`src/rtl/cabac_binari_sig_flag_ctrl.sv`:
```
// sig_coeff_flag sequencer for one 4x4 CG, reverse scan, valid/ready bin output.
// Optional bin statistics counter enabled by defining CABAC_SIG_STAT_EN.
module cabac_binari_sig_flag_ctrl #(
    parameter int STAT_W = 16
) (
    input  logic              clk,
    input  logic              rst_n,
    input  logic              start_i,
    input  logic [2:0]        cg_x_i,
    input  logic [2:0]        cg_y_i,
    input  logic [1:0]        scan_idx_i,
    input  logic [3:0]        last_pos_i,
    input  logic              is_last_cg_i,
    input  logic              csbf_i,
    input  logic [15:0]       sig_map_i,
    output logic [4:0]        pos_x_o,
    output logic [4:0]        pos_y_o,
    input  logic [7:0]        ctx_addr_i,
    output logic              bin_valid_o,
    output logic              bin_val_o,
    output logic [7:0]        ctx_addr_o,
    input  logic              bin_ready_i,
    output logic              busy_o,
    output logic              done_o
`ifdef CABAC_SIG_STAT_EN
    ,
    output logic [STAT_W-1:0] sig_bin_cnt_o
`endif
);

    typedef enum logic [1:0] {
        S_IDLE,
        S_RUN,
        S_DONE
    } state_e;

    state_e      state_q, state_d;
    logic [3:0]  cnt_q, cnt_d;
    logic        seen_q, seen_d;
    logic [2:0]  cgx_q, cgy_q;
    logic [1:0]  scan_q;
    logic        last_q;
    logic [15:0] map_q;

    logic [1:0]  sub_x, sub_y;
    logic        run, hs, bin_val, infer, cfg_ld;

    assign run    = (state_q == S_RUN);
    assign hs     = run & bin_ready_i;
    assign cfg_ld = (state_q == S_IDLE) & start_i;

    always_comb begin
        sub_x = cnt_q[1:0];
        sub_y = cnt_q[3:2];
        unique case (scan_q)
            2'd1: begin
                sub_x = cnt_q[1:0];
                sub_y = cnt_q[3:2];
            end
            2'd2: begin
                sub_x = cnt_q[3:2];
                sub_y = cnt_q[1:0];
            end
            default: begin
                // up-right diagonal scan, entries are {x, y}
                unique case (cnt_q)
                    4'd0:    {sub_x, sub_y} = {2'd0, 2'd0};
                    4'd1:    {sub_x, sub_y} = {2'd0, 2'd1};
                    4'd2:    {sub_x, sub_y} = {2'd1, 2'd0};
                    4'd3:    {sub_x, sub_y} = {2'd0, 2'd2};
                    4'd4:    {sub_x, sub_y} = {2'd1, 2'd1};
                    4'd5:    {sub_x, sub_y} = {2'd2, 2'd0};
                    4'd6:    {sub_x, sub_y} = {2'd0, 2'd3};
                    4'd7:    {sub_x, sub_y} = {2'd1, 2'd2};
                    4'd8:    {sub_x, sub_y} = {2'd2, 2'd1};
                    4'd9:    {sub_x, sub_y} = {2'd3, 2'd0};
                    4'd10:   {sub_x, sub_y} = {2'd1, 2'd3};
                    4'd11:   {sub_x, sub_y} = {2'd2, 2'd2};
                    4'd12:   {sub_x, sub_y} = {2'd3, 2'd1};
                    4'd13:   {sub_x, sub_y} = {2'd2, 2'd3};
                    4'd14:   {sub_x, sub_y} = {2'd3, 2'd2};
                    default: {sub_x, sub_y} = {2'd3, 2'd3};
                endcase
            end
        endcase
    end

    assign bin_val = map_q[{sub_y, sub_x}];
    // DC flag is implied when nothing else in a non-first, non-last CG was significant
    assign infer   = !last_q && ({cgx_q, cgy_q} != 6'd0) && !(seen_q || bin_val);

    always_comb begin
        state_d = state_q;
        cnt_d   = cnt_q;
        seen_d  = seen_q;
        unique case (state_q)
            S_IDLE: begin
                if (start_i) begin
                    seen_d = 1'b0;
                    cnt_d  = is_last_cg_i ? (last_pos_i - 4'd1) : 4'd15;
                    if (!csbf_i || (is_last_cg_i && (last_pos_i == 4'd0))) begin
                        state_d = S_DONE;
                    end else begin
                        state_d = S_RUN;
                    end
                end
            end
            S_RUN: begin
                if (hs) begin
                    seen_d = seen_q | bin_val;
                    if ((cnt_q == 4'd0) || ((cnt_q == 4'd1) && infer)) begin
                        state_d = S_DONE;
                    end else begin
                        cnt_d = cnt_q - 4'd1;
                    end
                end
            end
            default: state_d = S_IDLE;
        endcase
    end

    always_ff @(posedge clk or negedge rst_n) begin
        if (!rst_n) begin
            state_q <= S_IDLE;
            cnt_q   <= 4'd0;
            seen_q  <= 1'b0;
        end else begin
            state_q <= state_d;
            cnt_q   <= cnt_d;
            seen_q  <= seen_d;
        end
    end

    always_ff @(posedge clk or negedge rst_n) begin
        if (!rst_n) begin
            cgx_q  <= 3'd0;
            cgy_q  <= 3'd0;
            scan_q <= 2'd0;
            last_q <= 1'b0;
            map_q  <= 16'd0;
        end else if (cfg_ld) begin
            cgx_q  <= cg_x_i;
            cgy_q  <= cg_y_i;
            scan_q <= scan_idx_i;
            last_q <= is_last_cg_i;
            map_q  <= sig_map_i;
        end
    end

    assign pos_x_o     = run ? {cgx_q, sub_x} : 5'd0;
    assign pos_y_o     = run ? {cgy_q, sub_y} : 5'd0;
    assign bin_valid_o = run;
    assign bin_val_o   = run & bin_val;
    assign ctx_addr_o  = run ? ctx_addr_i : 8'd0;
    assign busy_o      = (state_q != S_IDLE);
    assign done_o      = (state_q == S_DONE);

`ifdef CABAC_SIG_STAT_EN
    logic [STAT_W-1:0] stat_q;

    always_ff @(posedge clk or negedge rst_n) begin
        if (!rst_n) begin
            stat_q <= '0;
        end else if (hs && (stat_q != {STAT_W{1'b1}})) begin
            stat_q <= stat_q + 1'b1;
        end
    end

    assign sig_bin_cnt_o = stat_q;
`else
    logic [STAT_W-1:0] stat_unused;
    assign stat_unused = '0;
`endif

endmodule

```
`config.mk`:
```
export PLATFORM = sky130hd
export DESIGN_NAME = cabac_binari_sig_flag_ctrl
export DESIGN_NICKNAME = d
export VERILOG_FILES = /design/src/rtl/cabac_binari_sig_flag_ctrl.sv
export SDC_FILE = /design/constraint.sdc
export NUM_CORES = 1
export LEC_CHECK = 0
export CAP_MARGIN = 20
export CELL_PAD_IN_SITES_DETAIL_PLACEMENT = 1
export CELL_PAD_IN_SITES_GLOBAL_PLACEMENT = 1
export CORE_MARGIN = 5
export CORE_UTILIZATION = 35
export CTS_CLUSTER_SIZE = 28
export DETAILED_ROUTE_END_ITERATION = 10
export MAX_ROUTING_LAYER = met4
export PLACE_DENSITY_LB_ADDON = 0.1
export RECOVER_POWER = 100
export SYNTH_ARGS = -nofsm -noshare
export SYNTH_HDL_FRONTEND = slang
export SYNTH_SLANG_ARGS = --single-unit
```
`constraint.sdc`:
```
create_clock -name clk -period 3.1 [get_ports clk]
set_clock_uncertainty 0.05 [all_clocks]
set_input_delay 0.465 -clock clk [delete_from_list [all_inputs] [get_ports clk]]
set_output_delay 0.465 -clock clk [all_outputs]
set_load 0.01 [all_outputs]
```
* Yosys cells after proc, flatten, opt, wreduce, memory -nomap -nowiden
Memory sizes are Yosys's and may differ from the RTL's. Index checks and enable logic that the tools add are counted.
Storage, ports and cells: register bits after elaboration 32, memory bits (read-only) 64, bits of input ports 42, output and inout port bits 22, logic and storage cells 64, memories kept 1
Memories:
- (no name shown) | words 16, width 4, read ports 1, clocked after memory_dff 0, write ports 0, RTL line 66 | unique case (cnt_q)
Operators by class: $add $sub $neg 2, $lt $le $gt $ge 1, eq/ne operators 9, mux-type cells 20, bitwise operators 4, reductions and logical operators 19
Operators by type and width (number):
- $mux W4 | 4
- $pmux W2 S2 | 3
- $mux W5 | 2
- $logic_not A4 Y1 | 2
- $mux W2 | 4
- $mux W8 | 1
- $pmux W4 S2 | 1
- $sub A4 B1 Y4 const B | 2
- $reduce_and A3 Y1 | 2
- $reduce_bool A6 Y1 | 1
- $lt A4 B5 Y1 const B | 1
- $bmux W1 S4 | 1
- $eq A2 B1 Y1 const B | 2
- $eq A2 B2 Y1 const B | 2
- $eq A4 B1 Y1 const B | 1
- $logic_and A1 B1 Y1 | 4
- $ne A2 B1 Y1 const B | 2
- $ne A2 B2 Y1 const B | 2
- $reduce_and A4 Y1 | 1
- $reduce_bool A2 Y1 | 2
- $and A1 B1 Y1 | 3
- $logic_not A1 Y1 | 3
- $logic_or A1 B1 Y1 | 3
- $mux W1 | 3
- 3 further kinds | 3

* Longest topological paths before layout
Gate-level depths: netlist (run 1).
word-level depth 12, mapped depth 12, gate-level depth less buffers 10

* Least setup slack after synthesis (run 1)
OpenSTA, ideal clock, no wires.
path kind register to output, start register cnt_q[0], end output bin_val_o, arrival time 2223 ps, data required time 2585 ps, setup slack 362 ps, stages on the path, launching flop included 9, path buffers 0, path through dfrtp_1 > inv_1 > ha_1 > mux2i_1 > mux2i_1 > a21oi_2 > mux2i_1 > o22ai_2 > nor4_1
On the way: word-level cells in the longest chain between the ends 5, elaborated cells between the ends (all ways) 6, those cells by class mux (4); bitwise (1); memory (1)
RTL lines:
- start, declared | RTL line 38 | logic [3:0] cnt_q, cnt_d;
- start signal, assigned | RTL line 129 | cnt_q <= cnt_d;
- $mem_v2 Z16 W4
- $pmux W2 S2 | RTL line 55 | unique case (scan_q)
- $bmux W1 S4 (*) | RTL line 88 | assign bin_val = map_q[{sub_y, sub_x}];
- $mux W1 (not written as such) (*) | RTL line 88
- $and A1 B1 Y1 (*) | RTL line 153 | assign bin_val_o = run & bin_val;
- end, declared | RTL line 20 | output logic bin_val_o,
Mark *: on every way between the ends. The rest lies on a longest branch, timed or not. The select of a mux whose other input is x is not followed.

* Worst setup path in the final report (run 1)
Same ends and word-level chain as after synthesis.

==> results of run 1 <==
==> area by class of cell <==
cell class | count | area, um2
Clock inverter | 1 | 7.51
Multi-Input combinational cell | 198 | 1310
Tap cell | 75 | 93.8
Timing Repair Buffer | 95 | 873
Inverter | 9 | 33.8
Clock buffer | 7 | 86.3
Sequential cell | 32 | 802
Fill cell | 716 | 2750
==> state kept, by name, indices dropped and copies added, names as in the netlist <==
name,cells
map_q,16
cnt_q,4
cgx_q,3
cgy_q,3
scan_q,2
state_q,2
last_q,1
seen_q,1
==> per-stage QoR <==
stage | hold WS (ns) | instance area, um2 | setup WS [ns]
6_report | 0.430 | 3210 | 0.0620
5_1_grt | 0.451 | 3210 | -0.0383
4_1_cts | 0.435 | 3120 | -0.00496
3_5_place_dp | 0.418 | 3020 | -0.106
3_3_place_gp | 0.418 | 3020 | -0.162
2_1_floorplan | 0.119 | 2170 | 0.362
==> power by group through the flow <==
stage | Combinational (uW) | Clock (uW) | Sequential (uW)
2_1_floorplan | 1600 | 0 | 732
3_3_place_gp | 2490 | 0 | 792
3_5_place_dp | 2570 | 0 | 799
4_1_cts | 2580 | 355 | 794
5_1_grt | 3030 | 373 | 827
6_report | 2770 | 345 | 801
==> repair_timing <==
action / 4_1_cts / 5_1_grt
resized for setup: 6 / 13
buffers inserted: 0 / 5
pin swaps: 2 / 7
endpoints found under the setup margin: 2 / 4
==> layer usage <==
layer / vias up / share of wire, % / GRT usage (%)
li1: 1032 / - / -
met1: 1021 / 46 / 22.1
met2: 30 / 51 / 29.4
met3: 5 / 2.6 / 2.61
met4: 0 / 0.70 / 4.12
met5: - / 0 / -
==> cells in the mapped netlist, types with 2 or more instances <==
cell,n
a211oi_1,2
a21oi_1,4
a22o_1,2
a22oi_1,2
a31oi_1,6
and2_1,17
and3_1,5
buf_4,2
buf_6,2
clkbuf_1,8
dfrtp_1,32
ha_1,11
inv_1,9
mux2_2,2
mux2i_1,15
nand2_1,79
nand2b_1,3
nand3_1,3
nor2_1,7
nor3_1,8
nor4_1,2
o21ai_0,4
o21ai_1,3
xnor2_1,2
==> kinds of logic after synthesis <==
kind of cell / share of synthesized area [%]
buf+inv: 4.85
fa+ha+maj: 6.35
mux: 8.49
simple gates: 28.1
flops: 37.0
compound gates: 14.0
xor+xnor: 1.21
==> worst max-delay path: stages, from the launching register on <==
cell and delay, ns:
dfrtp_1 0.42, buf_4 0.15, buf_4 0.12, ha_1 0.20
mux2_4 0.28, mux2_2 0.28, a31oi_2 0.20, nor2_1 0.10
nor4_2 0.30, buf_2 0.18
==> final timing paths <==
path	end
max in group asynchronous	cnt_q[3]
min in group asynchronous	last_q
worst min-delay path	map_q[7]
worst max register to register	cnt_q[2]
worst max-delay path	bin_val_o
worst min register to register	map_q[7]
==> summary.md, run 1 <==
| Metric | Value |
|---|---|
| Status | finished with violations |
| Violated checks | max-capacitance violations, max-slew violations |
| # DRC | 0 |
| Via count | 2088 |
| Crit path max fanout | 3 |
| Crit path DAT | about 2.5 ns |
| Worst Path Class, Setup | reg2out |
| Psw | 1720 uW |
| Clk root buf | clkbuf_8 |
| GRT Util Overall | 17.5% |
| Clock share of power | 8.8% |
| Worst R2R Setup Slack | 0.25 ns |
| Worst setup path startpoint | cnt_q[0] |
| WHS Path Cells | 2 |
| Seq/Total Area, Yosys | 37.0% |
| Sw Ratio | between 40% and 50% |
| Commonest non-fill, non-tap cell in the layout | nand2_1 |
| Antenna diodes | 0 |
| Post-synth top area cell | dfrtp_1 |
| Total Neg Setup Slack | 0 ns |
| Avg Inst Size Synth | 8.60 um2 |
| Clk buf depth | 2 |
| Post-CTS Hold Fix Bufs | 0 |
| R2R cell count | 12 |
| Cell Area, Synth | 0.00217 mm2 |
| CP Capture Type | output pin |
| DP HPWL | between 4000 and 5000 um |
| Hold WC Path Type | reg2reg |
| Leakage | 0.00150 uW |
| PortBufs | 63 |
| DIE AREA | between 0.007 and 0.008 mm2 |
| WL/cell | 15.4 um |
| Max Freq | approximately 330 MHz |
| Vias in the first global route | 2231 |
| Max-slew headroom | -18.7% |
| Number of synthesized flops with an enable pin | 0 |
| Flops & latches, synth | 32 |
| Num CTS Buffers | 5 |
| Synth warn | 0 |
| Pwr Density | 1220 mW/mm2 |
| Final WL | 6440 um |
| CTS HTree Levels | 2 |
| Worst slew pin tran | 1.78 ns |
| Initial DRC Count | 70 |
| CTS tree | built |
| Overall power | 3910 uW |
| Final core occ | 53.8% |
| Share of cells above drive strength 1 | approximately 18% |
| Post-Syn Nets | 305 |
| Setup violations, final | 0 |
| First-pass GRT wire length | 10600 um |
| VDD IR max | approximately 0.66 mV |
| HP Start | map_q[7] |
| NumNets Final | between 300 and 400 |
| Vias per cell | about 5.0 |
| Logic gate share of total power | 70.7% |
| Crit start category | flip-flop |
| I/O pin total | 64 |
| Row count | 28 |
| GP Congestion | 0.885 |
| Synth async-reset ratio | 100% |
| Tcrit/Tclk final | 98.0% |
| Ranking of synthesized cells by area | dfrtp_1 (37%), nand2_1 (14%), mux2i_1 (6.9%) |
| Clock Latency Late Sink | approximately 0.28 ns |
| Worst r2r src | cnt_q[0] |
| Fin. Hold Viols | 0 |
| Part of the power in registers | between 20% and 30% |
| Most frequent cells in the layout | nand2_1 (79), clkdlybuf4s50_1 (51), dfrtp_1 (31) |
| Area delta synth->final | 47.9% |
| Initial antenna violation count | 0 |
| DIE WIDTH | between 80 and 90 um |
| Total of max-cap violations | 1 |
| DRT Pass-1 Iters | 4 |
| Core Box Area | 0.00596 mm2 |
| Mapped Cells | 252 |
| Clock Sinks | 32 |
| Initial Util | between 30% and 40% |
| Clock transition at path regs | 0.08 ns |
| GRT Residual Overflow | 0 |
| Placed Instances | 404 |
| Largest net degree at the start of global routing | 33 |
| Non-filler cells in the finished layout | 417 |
| Routed Antenna Nets | 0 |
| Most used DFF post-synth | dfrtp_1 |
| Required time of the critical path | 2.58 ns |
| P_int | ~2200 uW |
| Post-layout min period | 3.04 ns |
| Slew Limit Fails | 33 |
| Yosys top cell area share | 37.0% |
| Synth cell types | 46 |
| Die Span Y | 88.7 um |
| RSZ-0062 raised after global routing | true |
No activity file was read; power rests on OpenSTA's default activity.
==> run 2, diff against run 1 <==
--- a/config.mk
+++ b/config.mk
@@ -6,14 +6,12 @@
 export NUM_CORES = 1
 export LEC_CHECK = 0
 export CAP_MARGIN = 20
-export CELL_PAD_IN_SITES_DETAIL_PLACEMENT = 1
-export CELL_PAD_IN_SITES_GLOBAL_PLACEMENT = 1
 export CORE_MARGIN = 5
-export CORE_UTILIZATION = 35
+export CORE_UTILIZATION = 48
 export CTS_CLUSTER_SIZE = 28
 export DETAILED_ROUTE_END_ITERATION = 10
 export MAX_ROUTING_LAYER = met4
-export PLACE_DENSITY_LB_ADDON = 0.1
+export PLACE_DENSITY = 0.81
 export RECOVER_POWER = 100
 export SYNTH_ARGS = -nofsm -noshare
 export SYNTH_HDL_FRONTEND = slang
==> summary.md, run 2 (synthesized netlist as in run 1, its figures left out) <==
| Metric | Value |
|---|---|
| Required time of the critical path | 2.58 ns (about the same) |
| Register area | 802 um2 (unchanged) |
| Post-layout min period | 3.08 ns (+0.0417 ns) |
| Hold WC Path Type | reg2reg |
| Clk root buf | clkbuf_8 |
| P_int | 2110 uW (-3.9%) |
| Top reg by flops | map_q |
| VDD IR max | 0.744 mV (+13%) |
| DIE AREA | 0.00596 mm2 (-24%) |
| GRT Util Overall | 18.8% (+1.4 points) |
| Share of cells above drive strength 1 | 16.0% (-2.2 points) |
| DP HPWL | 4180 um (-16%) |
| Vias in the first global route | 1964 (-12%) |
| Violated checks | max-capacitance violations, max-slew violations |
| Clock Latency Late Sink | 0.28 ns (about the same) |
| Antenna diodes | 0 (unchanged) |
| Worst path max stage delay | 0.42 ns (about the same) |
| Row count | 24 (-14%) |
| Sw Ratio | 43.9% (-0.14 points) |
| Num CTS Buffers | 5 (unchanged) |
| Pwr Density | 1200 mW/mm2 (-1.5%) |
| Crit path max fanout | 5 (+2) |
| Vias per cell | 5.26 (+5.0%) |
| CTS HTree Levels | 2 (unchanged) |
| Final WL | 5510 um (-14%) |
| Clock share of power | 8.4% (-0.4 points) |
| CP dominant cell by count | mux2i_1 |
| Worst R2R Setup Slack | 0.23 ns (-0.02 ns) |
| Largest net degree at the start of global routing | 33 (unchanged) |
| Min Hold Slack | 0.425 ns (-0.00499 ns) |
| Clock Sinks | 32 (unchanged) |
| CP Buf/Inv Count | 3 (unchanged) |
| Initial Util | 49.8% (+13 points) |
| PortBufs | 63 (unchanged) |
| Core Box Area | 0.00435 mm2 (-27%) |
| Tcrit/Tclk final | 99.3% (+1.3 points) |
| Clock transition at path regs | 0.07 ns (about the same) |
| Commonest non-fill, non-tap cell in the layout | nand2_1 |
| Via count | 2050 (-1.8%) |
| DIE WIDTH | 77.2 um (-13%) |
| NumNets Final | 390 (-1.0%) |
| Area after DPL | 0.00295 mm2 (-2.4%) |
| Worst slew pin tran | 1.72 ns (-0.0609 ns) |
| Area delta synth->final | 44.0% |
| Setup violations, final | 0 (unchanged) |
| Fill cell count | 313 (-56%) |
| Crit path cell chain | inv_2 -> ha_4 -> mux2i_1 -> mux2i_2 -> a21oi_2 -> buf_4 -> mux2i_1 -> o22ai_2 -> nor4_2 -> buf_2 |
| Post-CTS Hold Fix Bufs | 0 (unchanged) |
| Total Neg Setup Slack | 0 ns (unchanged) |
| Routed Antenna Nets | 0 (unchanged) |
| DRT Pass-1 Iters | 6 (+2) |
| # DRC | 0 (unchanged) |
| RSZ-0062 raised after global routing | true |
| Top Registers | map_q: 16 flops, cnt_q: 4 flops |
| Status | finished with violations |
| Total of max-cap violations | 1 (unchanged) |
| Leakage | 0.00147 uW (-2.1%) |
| Max-slew headroom | -14.7% (+4.1 points) |
| Psw | 1650 uW (-4.5%) |
| Part of the power in registers | 20.9% (+0.4 points) |
| Clk buf depth | 2 (unchanged) |
| Logic gate share of total power | 70.7% (about the same) |
| CP Capture Type | output pin |
| Final core occ | 71.7% (+18 points) |
| Delay-heaviest family, CP | multiplexers |
| First-pass GRT wire length | 8960 um (-15%) |
| Initial DRC Count | 125 (+79%) |
| Crit path DAT | 2.56 ns (+0.04 ns) |
| Crit start category | flip-flop |
| Slew Limit Fails | 33 (unchanged) |
| Fin. Hold Viols | 0 (unchanged) |
| Worst Path Class, Setup | reg2out |
| Most frequent cells in the layout | nand2_1 (79), clkdlybuf4s50_1 (57), dfrtp_1 (31) |
| Finished Cell Area | 0.00312 mm2 (-2.7%) |
| WL/cell | 14.1 um (-8.5%) |
| Area taken by multi-input logic gates | 0.00130 mm2 (-0.96%) |
| CP max stage cell | dfrtp_1 |
| Max Freq | 325 MHz (-1.4%) |
| Die Span Y | 77.2 um (-13%) |
| CTS tree | built |
| I/O pin total | 64 (unchanged) |
| Initial antenna violation count | 0 (unchanged) |
| Max reg flops | 16 (unchanged) |
| GRT Residual Overflow | 0 (unchanged) |
| GP Congestion | 0.883 (-0.25%) |
[run 2: cell count changes in the layout (fill, tap and decap cells not counted), sizes merged]
cell | previous run | this run
dlygate4sd3 | 10 | 4
buf | 31 | 26
dlymetal6s2s | 0 | 1
clkinv | 0 | 1
dlygate4sd2 | 1 | 0
clkdlybuf4s50 | 51 | 57
[run 2: layer usage]
layer	vias to the layer above	share of wire [%]	track usage [%]
met3	11	5.5	4.33
met1	943	43	23.2
met5	-	0	-
li1	1027	-	-
met4	0	1.3	5.50
met2	69	50	30.8
[run 2: final timing paths]
path,start,endpoint,depth (start not counted)
min reg2reg,map_q[3],map_q[3],2
max in group asynchronous,rst_n,cnt_q[3],2
max reg2reg,cnt_q[1],cnt_q[2],12
max,cnt_q[1],bin_val_o,10
min in group asynchronous,rst_n,map_q[1],2
min,map_q[3],map_q[3],2
[run 2: final cells by class]
cell class | count | share of cell area [%]
inverters | 9 | 1.08
clock inverters | 2 | 0.521
clock buffers | 6 | 2.33
repair buffers | 91 | 26.7
well taps | 52 | 2.09
multi-input cells | 198 | 41.5
flip-flops and latches | 32 | 25.7
[run 2: per-stage QoR]
| stage | cells | setup slack [ns] | power (uW) |
|---|---|---|---|
| final | 390 | 0.0204 | 3750 |
| after floorplan | 252 | 0.362 | 2340 |
| after global placement | 375 | -0.0166 | 3140 |
| after detailed placement | 375 | -0.0746 | 3230 |
| after CTS | 386 | 0.0848 | 3660 |
| after global routing | 390 | -0.138 | 4040 |
[run 2: repair_timing]
item,in CTS,in global routing
cloned,0,0
buffers inserted,3,4
pin swaps,4,3
endpoints found under the setup margin,1,1
resized for setup,8,8
[run 2: worst register-to-register path: cells and delay by family, from the launching register on]
family / cells / cell delay, ns
simple gates: 1 / 0.23
fa+ha+maj: 1 / 0.21
mux: 3 / 0.49
buf+inv: 3 / 0.47
compound gates: 4 / 0.83
flops: 1 / 0.42
[run 2: power groups by stage]
stage                     clock network [uW]  registers (uW)  logic (uW)
after floorplan                            0             732        1600
after global placement                     0             774        2370
after detailed placement                   0             783        2440
after CTS                                325             778        2560
after global routing                     346             812        2880
final                                    316             785        2650
==> run 3, diff against run 2 <==
--- a/config.mk
+++ b/config.mk
@@ -7,11 +7,11 @@
 export LEC_CHECK = 0
 export CAP_MARGIN = 20
 export CORE_MARGIN = 5
-export CORE_UTILIZATION = 48
+export CORE_UTILIZATION = 51
 export CTS_CLUSTER_SIZE = 28
 export DETAILED_ROUTE_END_ITERATION = 10
 export MAX_ROUTING_LAYER = met4
-export PLACE_DENSITY = 0.81
+export PLACE_DENSITY = 0.85
 export RECOVER_POWER = 100
 export SYNTH_ARGS = -nofsm -noshare
 export SYNTH_HDL_FRONTEND = slang
==> constraint.sdc (replaced) <==
create_clock -name clk -period 3.59 [get_ports clk]
set_clock_uncertainty 0.05 [all_clocks]
set_input_delay 0.5385 -clock clk [delete_from_list [all_inputs] [get_ports clk]]
set_output_delay 0.5385 -clock clk [all_outputs]
set_load 0.01 [all_outputs]
==> summary.md, run 3 (synthesized netlist as in run 1, its figures left out) <==
| Metric | Value |
|---|---|
| Clk root buf | clkbuf_8 |
| Row count | 23 (-4.2%) |
| CP Buf/Inv Count | 2 (-1) |
| Clock Latency Late Sink | 0.28 ns (about the same) |
| DP HPWL | 4090 um (-2.3%) |
| Crit start category | flip-flop |
| Commonest non-fill, non-tap cell in the layout | nand2_1 |
| Clk buf depth | 2 (unchanged) |
| DRT Pass-1 Iters | 4 (-2) |
| Via count | 1934 (-5.7%) |
| Num CTS Buffers | 5 (unchanged) |
| PortBufs | 63 (unchanged) |
| Leakage | 0.00139 uW (-5.2%) |
| Initial DRC Count | 122 (-2.4%) |
| Crit path max fanout | 9 (+4) |
| Top reg by flops | map_q |
| Register area | 801 um2 (-0.16%) |
| Hold WC Path Type | reg2reg |
| Fill cell count | 310 (-0.96%) |
| Worst Path Class, Setup | reg2out |
| Met1 Track Usage GR | 26.4% (+3.2 points) |
| Setup violations, final | 0 (unchanged) |
| # DRC | 0 (unchanged) |
| Total Neg Setup Slack | 0 ns (unchanged) |
| Met3 global-route usage | 4.01% (-0.33 points) |
| Sw Ratio | 45.7% (+1.9 points) |
| DIE AREA | 0.00565 mm2 (-5.1%) |
| Part of the power in registers | 24.1% (+3.2 points) |
| Crit path cell chain | clkbuf_2 -> ha_1 -> nand2b_1 -> or2_1 -> and3_1 -> a211oi_1 -> dlygate4sd3_1 |
| Routed Antenna Nets | 0 (unchanged) |
| I/O pin total | 64 (unchanged) |
| Worst slew pin tran | 1.70 ns (-0.0226 ns) |
| CP Capture Type | output pin |
| Area delta synth->final | 34.4% |
| VDD IR max | 0.469 mV (-37%) |
| First-pass GRT wire length | 8710 um (-2.9%) |
| GP Congestion | 0.863 (-2.3%) |
| Vias per cell | 5.28 (+0.53%) |
| GRT Residual Overflow | 0 (unchanged) |
| Tcrit/Tclk final | 88.7% |
| Initial Util | 53.4% (+3.6 points) |
| Largest net degree at the start of global routing | 33 (unchanged) |
| Clock share of power | 10.5% (+2.1 points) |
| Clock transition at path regs | 0.06 ns (about the same) |
| Share of cells above drive strength 1 | 7.59% (-8.4 points) |
| Antenna diodes | 0 (unchanged) |
| Status | finished with violations |
| Top Registers | map_q: 16 flops, cnt_q: 4 flops |
| GRT Max-Usage Layer | met2 |
| CTS HTree Levels | 2 (unchanged) |
| CP max stage cell | dlygate4sd3_1 |
| Die Span Y | 75.2 um (-2.6%) |
| Final WL | 5520 um (+0.15%) |
| WL/cell | 15.1 um (+6.7%) |
| Slew Limit Fails | 33 (unchanged) |
| Worst path max stage delay | 0.67 ns (+0.25 ns) |
| RSZ-0062 raised after global routing | false |
| Most frequent cells in the layout | nand2_1 (79), clkdlybuf4s50_1 (49), dfrtp_1 (32) |
| Post-layout min period | around 3.2 ns |
| Total of max-cap violations | 1 (unchanged) |
| Crit path DAT | 2.59 ns (+0.03 ns) |
| Max-slew headroom | -13.2% (+1.5 points) |
| Max reg flops | 16 (unchanged) |
| Delay-heaviest family, CP | buffers and inverters |
| GRT Util Overall | 21.1% (+2.2 points) |
| Violated checks | max-capacitance violations, max-slew violations |
| Overall power | 2850 uW (-24%) |
| Vias in the first global route | 1845 (-6.1%) |
| Clock Sinks | 32 (unchanged) |
| P_int | 1550 uW (-27%) |
| Core Box Area | 0.00406 mm2 (-6.8%) |
| Psw | 1300 uW (-21%) |
| Pwr Density | 979 mW/mm2 (-19%) |
| Logic gate share of total power | 65.4% (-5.3 points) |
| NumNets Final | 369 (-5.4%) |
| Initial antenna violation count | 0 (unchanged) |
| Area taken by multi-input logic gates | 0.00124 mm2 (-4.2%) |
| DIE WIDTH | 75.2 um (-2.6%) |
| CTS tree | built |
| Fin. Hold Viols | 0 (unchanged) |
| Max Freq | 314 MHz |
| Required time of the critical path | 3.00 ns (+0.42 ns) |
| GRT met2 Usage | 34.9% (+4.1 points) |
==> run 3: cell count changes in the layout (fill, tap and decap cells not counted), moves of 8 or more <==
cell             delta
dlygate4sd3_1       +9
and2_0             +10
clkdlybuf4s50_1     -8
buf_4              -19
and2_1             -10
==> run 3: per-stage QoR <==
step	area (um2)	hold WS [ns]	instances	util (%)	setup slack [ns]
2_1_floorplan	2170	0.193	252	-	0.778
3_3_place_gp	2830	0.406	358	69.8	0.339
3_5_place_dp	2830	0.411	358	69.8	0.263
4_1_cts	2950	0.427	366	72.7	0.0476
5_1_grt	2910	0.464	366	71.8	0.168
6_report	2910	0.429	366	71.8	0.407
==> run 3: layout make-up <==
| type | instances | area share (%) |
|---|---|---|
| multi-input combinational | 198 | 42.7 |
| sequential | 32 | 27.5 |
| timing repair buffer | 70 | 23.2 |
| clock buffer | 7 | 3.31 |
| tap | 50 | 2.15 |
| inverter | 9 | 1.16 |
==> run 3: worst paths after layout <==
path	startpoint	endpoint	slack, ns	depth (start not counted)
setup / recovery	cnt_q[1]	pos_y_o[0]	0.41	7
hold / removal	map_q[13]	map_q[13]	0.43	2
setup reg to reg	cnt_q[1]	cnt_q[1]	0.44	10
hold reg to reg	map_q[13]	map_q[13]	0.43	2
max in group asynchronous	rst_n	cnt_q[2]	1.32	2
min in group asynchronous	rst_n	map_q[10]	1.18	2
==> run 3: power groups by stage <==
stage | sequential (uW) | combinational [uW] | clock, uW
3_5_place_dp | 689 | 1890 | 0
2_1_floorplan | 632 | 1390 | 0
4_1_cts | 685 | 1960 | 301
6_report | 687 | 1860 | 299
5_1_grt | 712 | 2040 | 322
3_3_place_gp | 678 | 1840 | 0
==> run 3: worst register-to-register path, cell delays in order, from the launching register on <==
cell      delay, ns
dfrtp_1        0.38
clkbuf_2       0.19
ha_1           0.20
nand2b_1       0.18
or2_1          0.27
and3_1         0.18
a31oi_1        0.22
o22ai_1        0.17
o31ai_1        0.63
a21oi_1        0.34
mux2i_1        0.20
==> run 3: what timing repair did <==
action / in CTS / in global routing
hold buffers: 0 / 0
cloned: 0 / 0
gates resized for setup: 2 / 2
pin swaps: 1 / 2
setup endpoints to repair: 1 / 1
setup buffers: 1 / 0
==> run 3: metal layers <==
metal | share of wire, % | up-vias
li1 | - | 977
met1 | 43 | 893
met2 | 51 | 53
met3 | 4.0 | 11
met4 | 1.6 | 0
met5 | 0 | -
